File: src/rtl/alu_rr_arbiter.sv
// rtl/alu_rr_arbiter.sv - two-requester round-robin arbiter in front of a shared ALU
// Registers the ALU result, tagged with the requester id, into a single-entry response buffer.
module alu_rr_arbiter #(
   parameter int WIDTH = 32,
   parameter int CNT_W = 16
) (
   input  logic             clk,
   input  logic             reset,
   input  logic             req_valid_0,
   input  logic             req_valid_1,
   output logic             req_ready_0,
   output logic             req_ready_1,
   input  logic [WIDTH-1:0] req_in1_0,
   input  logic [WIDTH-1:0] req_in1_1,
   input  logic [WIDTH-1:0] req_in2_0,
   input  logic [WIDTH-1:0] req_in2_1,
   input  logic [3:0]       req_op_0,
   input  logic [3:0]       req_op_1,
   output logic [WIDTH-1:0] alu_in_1,
   output logic [WIDTH-1:0] alu_in_2,
   output logic [3:0]       alu_op,
   input  logic [WIDTH-1:0] alu_result,
   input  logic             alu_bcond,
   output logic             rsp_valid,
   input  logic             rsp_ready,
   output logic [WIDTH-1:0] rsp_data,
   output logic             rsp_bcond,
   output logic             rsp_id,
   output logic             rsp_err,
   output logic [CNT_W-1:0] grant_cnt_0,
   output logic [CNT_W-1:0] grant_cnt_1
);

   logic             rsp_valid_q, rsp_valid_d;
   logic [WIDTH-1:0] rsp_data_q, rsp_data_d;
   logic             rsp_bcond_q, rsp_bcond_d;
   logic             rsp_id_q, rsp_id_d;
   logic             rsp_err_q, rsp_err_d;
   logic             ptr_q, ptr_d;
   logic [CNT_W-1:0] cnt0_q, cnt0_d;
   logic [CNT_W-1:0] cnt1_q, cnt1_d;

   logic any_valid;
   logic winner;
   logic can_accept;
   logic accept;

   function automatic logic op_legal(input logic [3:0] op);
      case (op)
         4'b0000, 4'b0001, 4'b0010, 4'b0110,
         4'b0011, 4'b0111, 4'b1000: op_legal = 1'b1;
         default:                   op_legal = 1'b0;
      endcase
   endfunction

   always_comb begin
      any_valid  = req_valid_0 | req_valid_1;
      // Contention is resolved by the pointer; a lone requester always wins.
      winner     = (req_valid_0 && req_valid_1) ? ptr_q : req_valid_1;
      can_accept = !reset && (!rsp_valid_q || rsp_ready);
      accept     = any_valid && can_accept;

      req_ready_0 = can_accept && (winner == 1'b0);
      req_ready_1 = can_accept && (winner == 1'b1);

      alu_in_1 = '0;
      alu_in_2 = '0;
      alu_op   = 4'b0000;
      if (any_valid) begin
         alu_in_1 = winner ? req_in1_1 : req_in1_0;
         alu_in_2 = winner ? req_in2_1 : req_in2_0;
         alu_op   = winner ? req_op_1  : req_op_0;
      end
   end

   always_comb begin
      rsp_valid_d = rsp_valid_q;
      rsp_data_d  = rsp_data_q;
      rsp_bcond_d = rsp_bcond_q;
      rsp_id_d    = rsp_id_q;
      rsp_err_d   = rsp_err_q;
      ptr_d       = ptr_q;
      cnt0_d      = cnt0_q;
      cnt1_d      = cnt1_q;

      if (accept) begin
         rsp_valid_d = 1'b1;
         rsp_id_d    = winner;
         ptr_d       = ~winner;
         if (op_legal(alu_op)) begin
            rsp_data_d  = alu_result;
            rsp_bcond_d = alu_bcond;
            rsp_err_d   = 1'b0;
         end else begin
            rsp_data_d  = '0;
            rsp_bcond_d = 1'b0;
            rsp_err_d   = 1'b1;
         end
         if (winner == 1'b0) begin
            if (cnt0_q != '1) cnt0_d = cnt0_q + CNT_W'(1);
         end else begin
            if (cnt1_q != '1) cnt1_d = cnt1_q + CNT_W'(1);
         end
      end else if (rsp_valid_q && rsp_ready) begin
         rsp_valid_d = 1'b0;
      end
   end

   always_ff @(posedge clk) begin
      if (reset) begin
         rsp_valid_q <= 1'b0;
         rsp_data_q  <= '0;
         rsp_bcond_q <= 1'b0;
         rsp_id_q    <= 1'b0;
         rsp_err_q   <= 1'b0;
         ptr_q       <= 1'b0;
         cnt0_q      <= '0;
         cnt1_q      <= '0;
      end else begin
         rsp_valid_q <= rsp_valid_d;
         rsp_data_q  <= rsp_data_d;
         rsp_bcond_q <= rsp_bcond_d;
         rsp_id_q    <= rsp_id_d;
         rsp_err_q   <= rsp_err_d;
         ptr_q       <= ptr_d;
         cnt0_q      <= cnt0_d;
         cnt1_q      <= cnt1_d;
      end
   end

   assign rsp_valid   = rsp_valid_q;
   assign rsp_data    = rsp_data_q;
   assign rsp_bcond   = rsp_bcond_q;
   assign rsp_id      = rsp_id_q;
   assign rsp_err     = rsp_err_q;
   assign grant_cnt_0 = cnt0_q;
   assign grant_cnt_1 = cnt1_q;

endmodule

File: config.mk
export PLATFORM = sky130hd
export DESIGN_NAME = alu_rr_arbiter
export DESIGN_NICKNAME = d
export VERILOG_FILES = /design/src/rtl/alu_rr_arbiter.sv
export SDC_FILE = /design/constraint.sdc
export NUM_CORES = 1
export LEC_CHECK = 0
export CAP_MARGIN = 30
export CORE_AREA = 2 2 120 122
export CTS_CLUSTER_DIAMETER = 120
export DETAILED_ROUTE_END_ITERATION = 16
export DIE_AREA = 0 0 122 124
export PLACE_DENSITY = 0.7
export SYNTH_ARGS = -nofsm -noshare
export SYNTH_HDL_FRONTEND = slang
export SYNTH_SLANG_ARGS = --single-unit
File: constraint.sdc
create_clock -name clk -period 3.6 [get_ports clk]
set_input_delay 0.54 -clock clk [delete_from_list [all_inputs] [get_ports clk]]
set_output_delay 0.54 -clock clk [all_outputs]
set_load 0.01 [all_outputs]
==> impl_metrics.yaml, run 1 <==
synth:
  synthSimpleGateAreaFrac: 0.398
  synth.distinct_cells: 50
  synth_top_area_frac: 0.360
  muxShareOfSynthArea: 0.0131
  ys_ff_latch: 69
  synth_top_family_by_area: "simple AND/OR/NAND/NOR gates"
  ys.flop_type: "dfxtp_1"
  synth_xor_area_frac: 0.0503
  ys_top_cells_by_area: "dfxtp_1, nand2_1, nand3_1, a22o_1, xnor2_1"
  async_flop_share: 0
  synth_compound_area_frac: 0.122
  yosys_warnings: 0
  syn_area_um2: 3830
  yosysSeqAreaShare: 0.360
  synth_edf_count: 0
  synth_fp_nets: 679
  synth-adder-area-share: 0.00653
  synth_top_area_cell: "dfxtp_1"
  synthTopCellsByCount: "nand2_1, nand3_1, dfxtp_1"
  yosysMostFrequentCell: "nand2_1"
  post_synth_inst_count: 503
  avgSynthCellArea_um2: 7.62
place:
  dp.cells: 965
  port_buffers: 311
  hpwlAfterDp_um: 12100
  place_congestion: 0.863
  pre_cts_ws_ns: 0.704
clock_network:
  postCtsSetupBuffers: 0
  clock_sinks: 69
  ctsRootBufferMaster: "clkbuf_16"
  postCtsHoldBufs: 0
  path_clk_slew_ns: 0.05
  cts-htree-levels: 3
  insertion_delay_ns: 0.33
  cts_buffers: 9
  cts_tree: "built"
  cts_buffer_depth: 2
  ctsResizeCount: 0
timing:
  fin_crit_ns: 2.91
  setup_viol: 0
  relSlewSlack: 0.523
  tightest_slew_ns: 0.706
  rsz0062_at_grt: "no"
  worst_slack_ns: 0.686
  fmax_mhz: 343
  hold_viol: 0
  timing.setup.tns_ns: 0
  period_share: 0.810
  slew_violations: 0
  clock_skew_ns: 0.00868
global_route:
  grt_start_max_net_pins: 68
  grt.total_usage: 0.188
  antenna_found_initial: 0
  grt_pass1_vias: 4390
  grt_pass1_wl_um: 22700
  grt.overflow.total: 0
worst_setup_path:
  rr_worst_depth: 6
  worstPathRequired_ns: 3.06
  worst_path_most_repeated_cell: "clkdlybuf4s50_1"
  cp-end-kind: "primary output"
  r2r_slack_ns: 1.53
  reg2reg_to: "grant_cnt_1[3]"
  crit_family: "buffers and inverters"
  worstReg2RegStart: "grant_cnt_1[0]"
  critPathLaunch: "req_valid_1"
  critPathBufInv: 3
  crit_end: "alu_op[3]"
  critical_path_depth: 5
  cpPeakStageDelay_ns: 0.60
  start_kind: "input pin"
  path_cells: "clkdlybuf4s50_1, and2_2, buf_12, a22o_1, clkdlybuf4s50_1"
  worstSetupPathType: "input pin to primary output"
  crit_path_max_fanout: 67
  cp_slowest_cell: "clkdlybuf4s50_1"
  worstPathArrival_ns: 2.37
cells_and_area:
  nNetsFinal: 972
  fin_cells: 981
  num_antenna_cells: 0
  area_growth_syn_to_layout_pct: 92.5
  drive_gt1_frac: 0.0574
job:
  max-cap-violations: 0
route:
  vias_per_cell: 4.84
  drt_pass1_iterations: 7
  dr.first_iter.drc_count: 242
  drtAntennaViolNets: 0
  drt_wl_total_um: 15700
  drt-wirelength-per-cell_um: 16.0
  vias: 4744
  drc: 0
power_and_ir_drop:
  power_density_nw_per_um2: 320
  leakage_nw: 2.93
  irDropWorstVdd_uv: 298
die:
  dieArea_um2: 15100
  rows: 43
  die_y_um: 124
  io_pins: 312
  start_util: 0.279
  core_um2: 13700
  die_x_um: 122
min_path:
  hold_class: "flip-flop to flip-flop"
outcome:
  run_status: "completed"
through the flow:
stage	instance area (µm²)	util	hold WS (ns)	power [mW]
after CTS	7380	0.538	0.446	2.38
final	7380	0.538	0.440	2.36
after global routing	7380	0.538	0.457	2.47
after floorplan	3830	-	0.467	1.08
after detailed placement	7090	0.516	0.438	1.51
after global placement	7090	0.516	0.433	1.51
how the worst min path moves through the flow:
stage            from     end  cells past startpoint
4_1_cts        rsp_id  rsp_id                      2
3_5_place_dp   rsp_id  rsp_id                      2
3_3_place_gp   rsp_id  rsp_id                      2
2_1_floorplan  rsp_id  rsp_id                      2
5_1_grt        rsp_id  rsp_id                      2
6_report       rsp_id  rsp_id                      2
worst min-delay path, delay by kind of cell (launching register included):
kind	cells	cell delay [ns]
AND/OR/NAND/NOR	2	0.09
flip-flops	1	0.31
routing by layer:
layer	wire (µm)	up-vias	track usage	part of all wire
met2	7730	241	0.325	0.49
met5	0	-	0	0
li1	-	2343	-	-
met4	245	0	0.0532	0.016
met1	6050	2133	0.221	0.39
met3	1640	27	0.0655	0.10
sequential cells by signal, summed over array words and instances, names as in the netlist:
name / flops
rsp_data: 32
rsp_err: 1
ptr_q: 1
rsp_bcond: 1
grant_cnt_0: 16
rsp_valid: 1
rsp_id: 1
grant_cnt_1: 16
power breakdown:
| group | leakage, nW | switching (mW) | internal (mW) |
|---|---|---|---|
| Sequential | 0.563 | 0.0245 | 0.803 |
| Combinational | 2.23 | 0.258 | 0.411 |
| Clock | 0.138 | 0.330 | 0.535 |
layout make-up:
| type | instances | area (µm²) |
|---|---|---|
| inverters | 6 | 23.8 |
| multi-input cells | 392 | 2270 |
| repair buffers | 318 | 3190 |
| fillers | 1257 | 6340 |
| well taps | 180 | 225 |
| clock inverters | 6 | 63.8 |
| flip-flops and latches | 69 | 1380 |
| clock buffers | 10 | 229 |
logic make-up after synthesis:
group / Yosys count
muxes: 5
xor gates and xnor gates: 22
buffers and inverters: 42
adders and majority gates: 2
AOI/OAI and AO/OA: 55
DFF: 69
and+or+nand+nor: 308
layout by cell type, fill, tap and decap left out, types with 3 or more instances in the layout:
| master | instances |
|---|---|
| a21oi_1 | 5 |
| a22o_1 | 35 |
| and2_1 | 3 |
| and3_1 | 3 |
| and4_1 | 4 |
| buf_4 | 5 |
| clkbuf_16 | 9 |
| clkdlybuf4s50_1 | 310 |
| clkinv_2 | 3 |
| dfxtp_1 | 69 |
| inv_1 | 4 |
| mux2i_1 | 5 |
| nand2_1 | 145 |
| nand3_1 | 74 |
| nand4_1 | 10 |
| nor2_1 | 30 |
| nor3_1 | 8 |
| nor4_1 | 6 |
| nor4_2 | 4 |
| nor4b_2 | 3 |
| xnor2_1 | 18 |
| xor2_1 | 4 |
No activity file was read; power rests on OpenSTA's default activity.
==> run 2: changes to the inputs <==
Settings changed: CORE_AREA 2 2 120 122 to 2 2 121 123, DIE_AREA 0 0 122 124 to 0 0 123 125, PLACE_DENSITY 0.7 to 0.69.
Clock period 3.6 ns to 3 ns, I/O delays scaled along.
==> run 2 against run 1 <==
Sequential cell count did not move. Critical endpoint unchanged. Global-route usage up 0.27 points. Largest power group is now registers. Wire length about the same. Clock skew shrank 0.0016 ns.
==> impl_metrics.yaml, run 2 (synthesis results as in run 1) <==
place:
  hpwlAfterDp_um: 12100
  dp.cells: 973
  place_congestion: 0.819
  port_buffers: 311
die:
  start_util: 0.270
  core_um2: 14200
  dieArea_um2: 15400
  die_x_um: 123
  die_y_um: 125
  io_pins: 312
  rows: 44
cells_and_area:
  area_growth_syn_to_layout_pct: 93.2
  largest_reg_flops: 32
  fin_cells: 989
  num_antenna_cells: 0
  nNetsFinal: 976
  final_common_cell: "clkdlybuf4s50_1"
  drive_gt1_frac: 0.0609
  mostFrequentLayoutCells: "clkdlybuf4s50_1, nand2_1, nand3_1"
  nFillCells: 1398
  multi_input_area_um2: 2270
  seq_area_um2: 1380
timing:
  hold_viol: 0
  rsz0062_at_grt: "no"
  fin_crit_ns: 2.72
  relSlewSlack: 0.413
  slew_violations: 0
  timing.setup.tns_ns: 0
  period_share: 0.905
  clock_skew_ns: 0.00707
  tightest_slew_ns: 0.879
  fmax_mhz: 368
  setup_viol: 0
clock_network:
  cts_buffers: 9
  cts_tree: "built"
  cts_buffer_depth: 2
  ctsResizeCount: 0
  clock_sinks: 69
  ctsRootBufferMaster: "clkbuf_16"
  path_clk_slew_ns: 0.05
  postCtsHoldBufs: 0
  postCtsSetupBuffers: 0
  cts-htree-levels: 3
  insertion_delay_ns: 0.32
power_and_ir_drop:
  irDropWorstVdd_uv: 258
  power_density_nw_per_um2: 375
  leakage_nw: 2.95
global_route:
  grt_start_max_net_pins: 65
  grt_pass1_wl_um: 23400
  antenna_found_initial: 1
  grt.overflow.total: 0
  grt_pass1_vias: 4278
  grt.total_usage: 0.191
route:
  drc: 0
  drt-wirelength-per-cell_um: 15.8
  drt_wl_total_um: 15700
  drtAntennaViolNets: 0
  drt_pass1_iterations: 5
  vias_per_cell: 4.69
  dr.first_iter.drc_count: 168
  vias: 4635
min_path:
  hold_class: "flip-flop to flip-flop"
  worstHoldPathCells: 1
worst_setup_path:
  worstSetupPathType: "input pin to primary output"
  crit_path_max_fanout: 7
  worstPathRequired_ns: 2.55
  rr_worst_depth: 6
  worstPathArrival_ns: 2.27
  cp-end-kind: "primary output"
  start_kind: "input pin"
job:
  max-cap-violations: 0
outcome:
  run_status: "completed"
## run 2: cell count changes in the layout (fill, tap and decap cells not counted)
cell        previous run  this run
clkbuf_8               0         1
clkinvlp_4             2         0
bufinv_16              1         0
clkinv_2               3         4
buf_12                 2         3
buf_4                  5         8
clkbuf_1               1         2
## run 2: worst paths after layout
| path | from | to | slack (ns) |
|---|---|---|---|
| min | rsp_data[0] | rsp_data[0] | 0.47 |
| max reg2reg | ptr_q | rsp_data[26] | 0.91 |
| max | req_valid_1 | alu_op[3] | 0.28 |
| min reg2reg | rsp_data[0] | rsp_data[0] | 0.47 |
## run 2: layout make-up
cell class,count,share of cell area
clock inverters,4,0.00321
clock buffers,12,0.0333
inverters,6,0.00321
multi-input cells,392,0.307
well taps,184,0.0311
flip-flops and latches,69,0.187
repair buffers,322,0.436
## run 2: worst max-delay path: stages
cell and delay (ns):
clkdlybuf4s50_1 0.47, buf_4 0.20, a21boi_4 0.29, a22o_1 0.27, clkdlybuf4s50_1 0.59
## run 2: report_power, final
part	switching (mW)	total, mW	internal (mW)
clock	0.387	0.967	0.580
combinational	0.314	0.812	0.499
sequential	0.0306	0.994	0.964
## run 2: stage by stage
step,cell area (µm²),total power [mW],setup WS [ns],utilization,hold WS (ns)
global route,7400,2.90,0.204,0.521,0.499
global placement,7130,1.83,0.283,0.502,0.456
CTS,7400,2.80,0.266,0.521,0.474
floorplan,3830,1.29,1.02,-,0.467
finish,7400,2.77,0.284,0.521,0.474
detailed placement,7130,1.83,0.250,0.502,0.456
## run 2: metal layers
layer | wire length, µm | global-route usage | up-vias
met5 | 13 | 0 | -
met4 | 123 | 0.0354 | 2
met3 | 1660 | 0.0693 | 15
met2 | 7240 | 0.318 | 192
met1 | 6620 | 0.238 | 2075
li1 | - | - | 2351
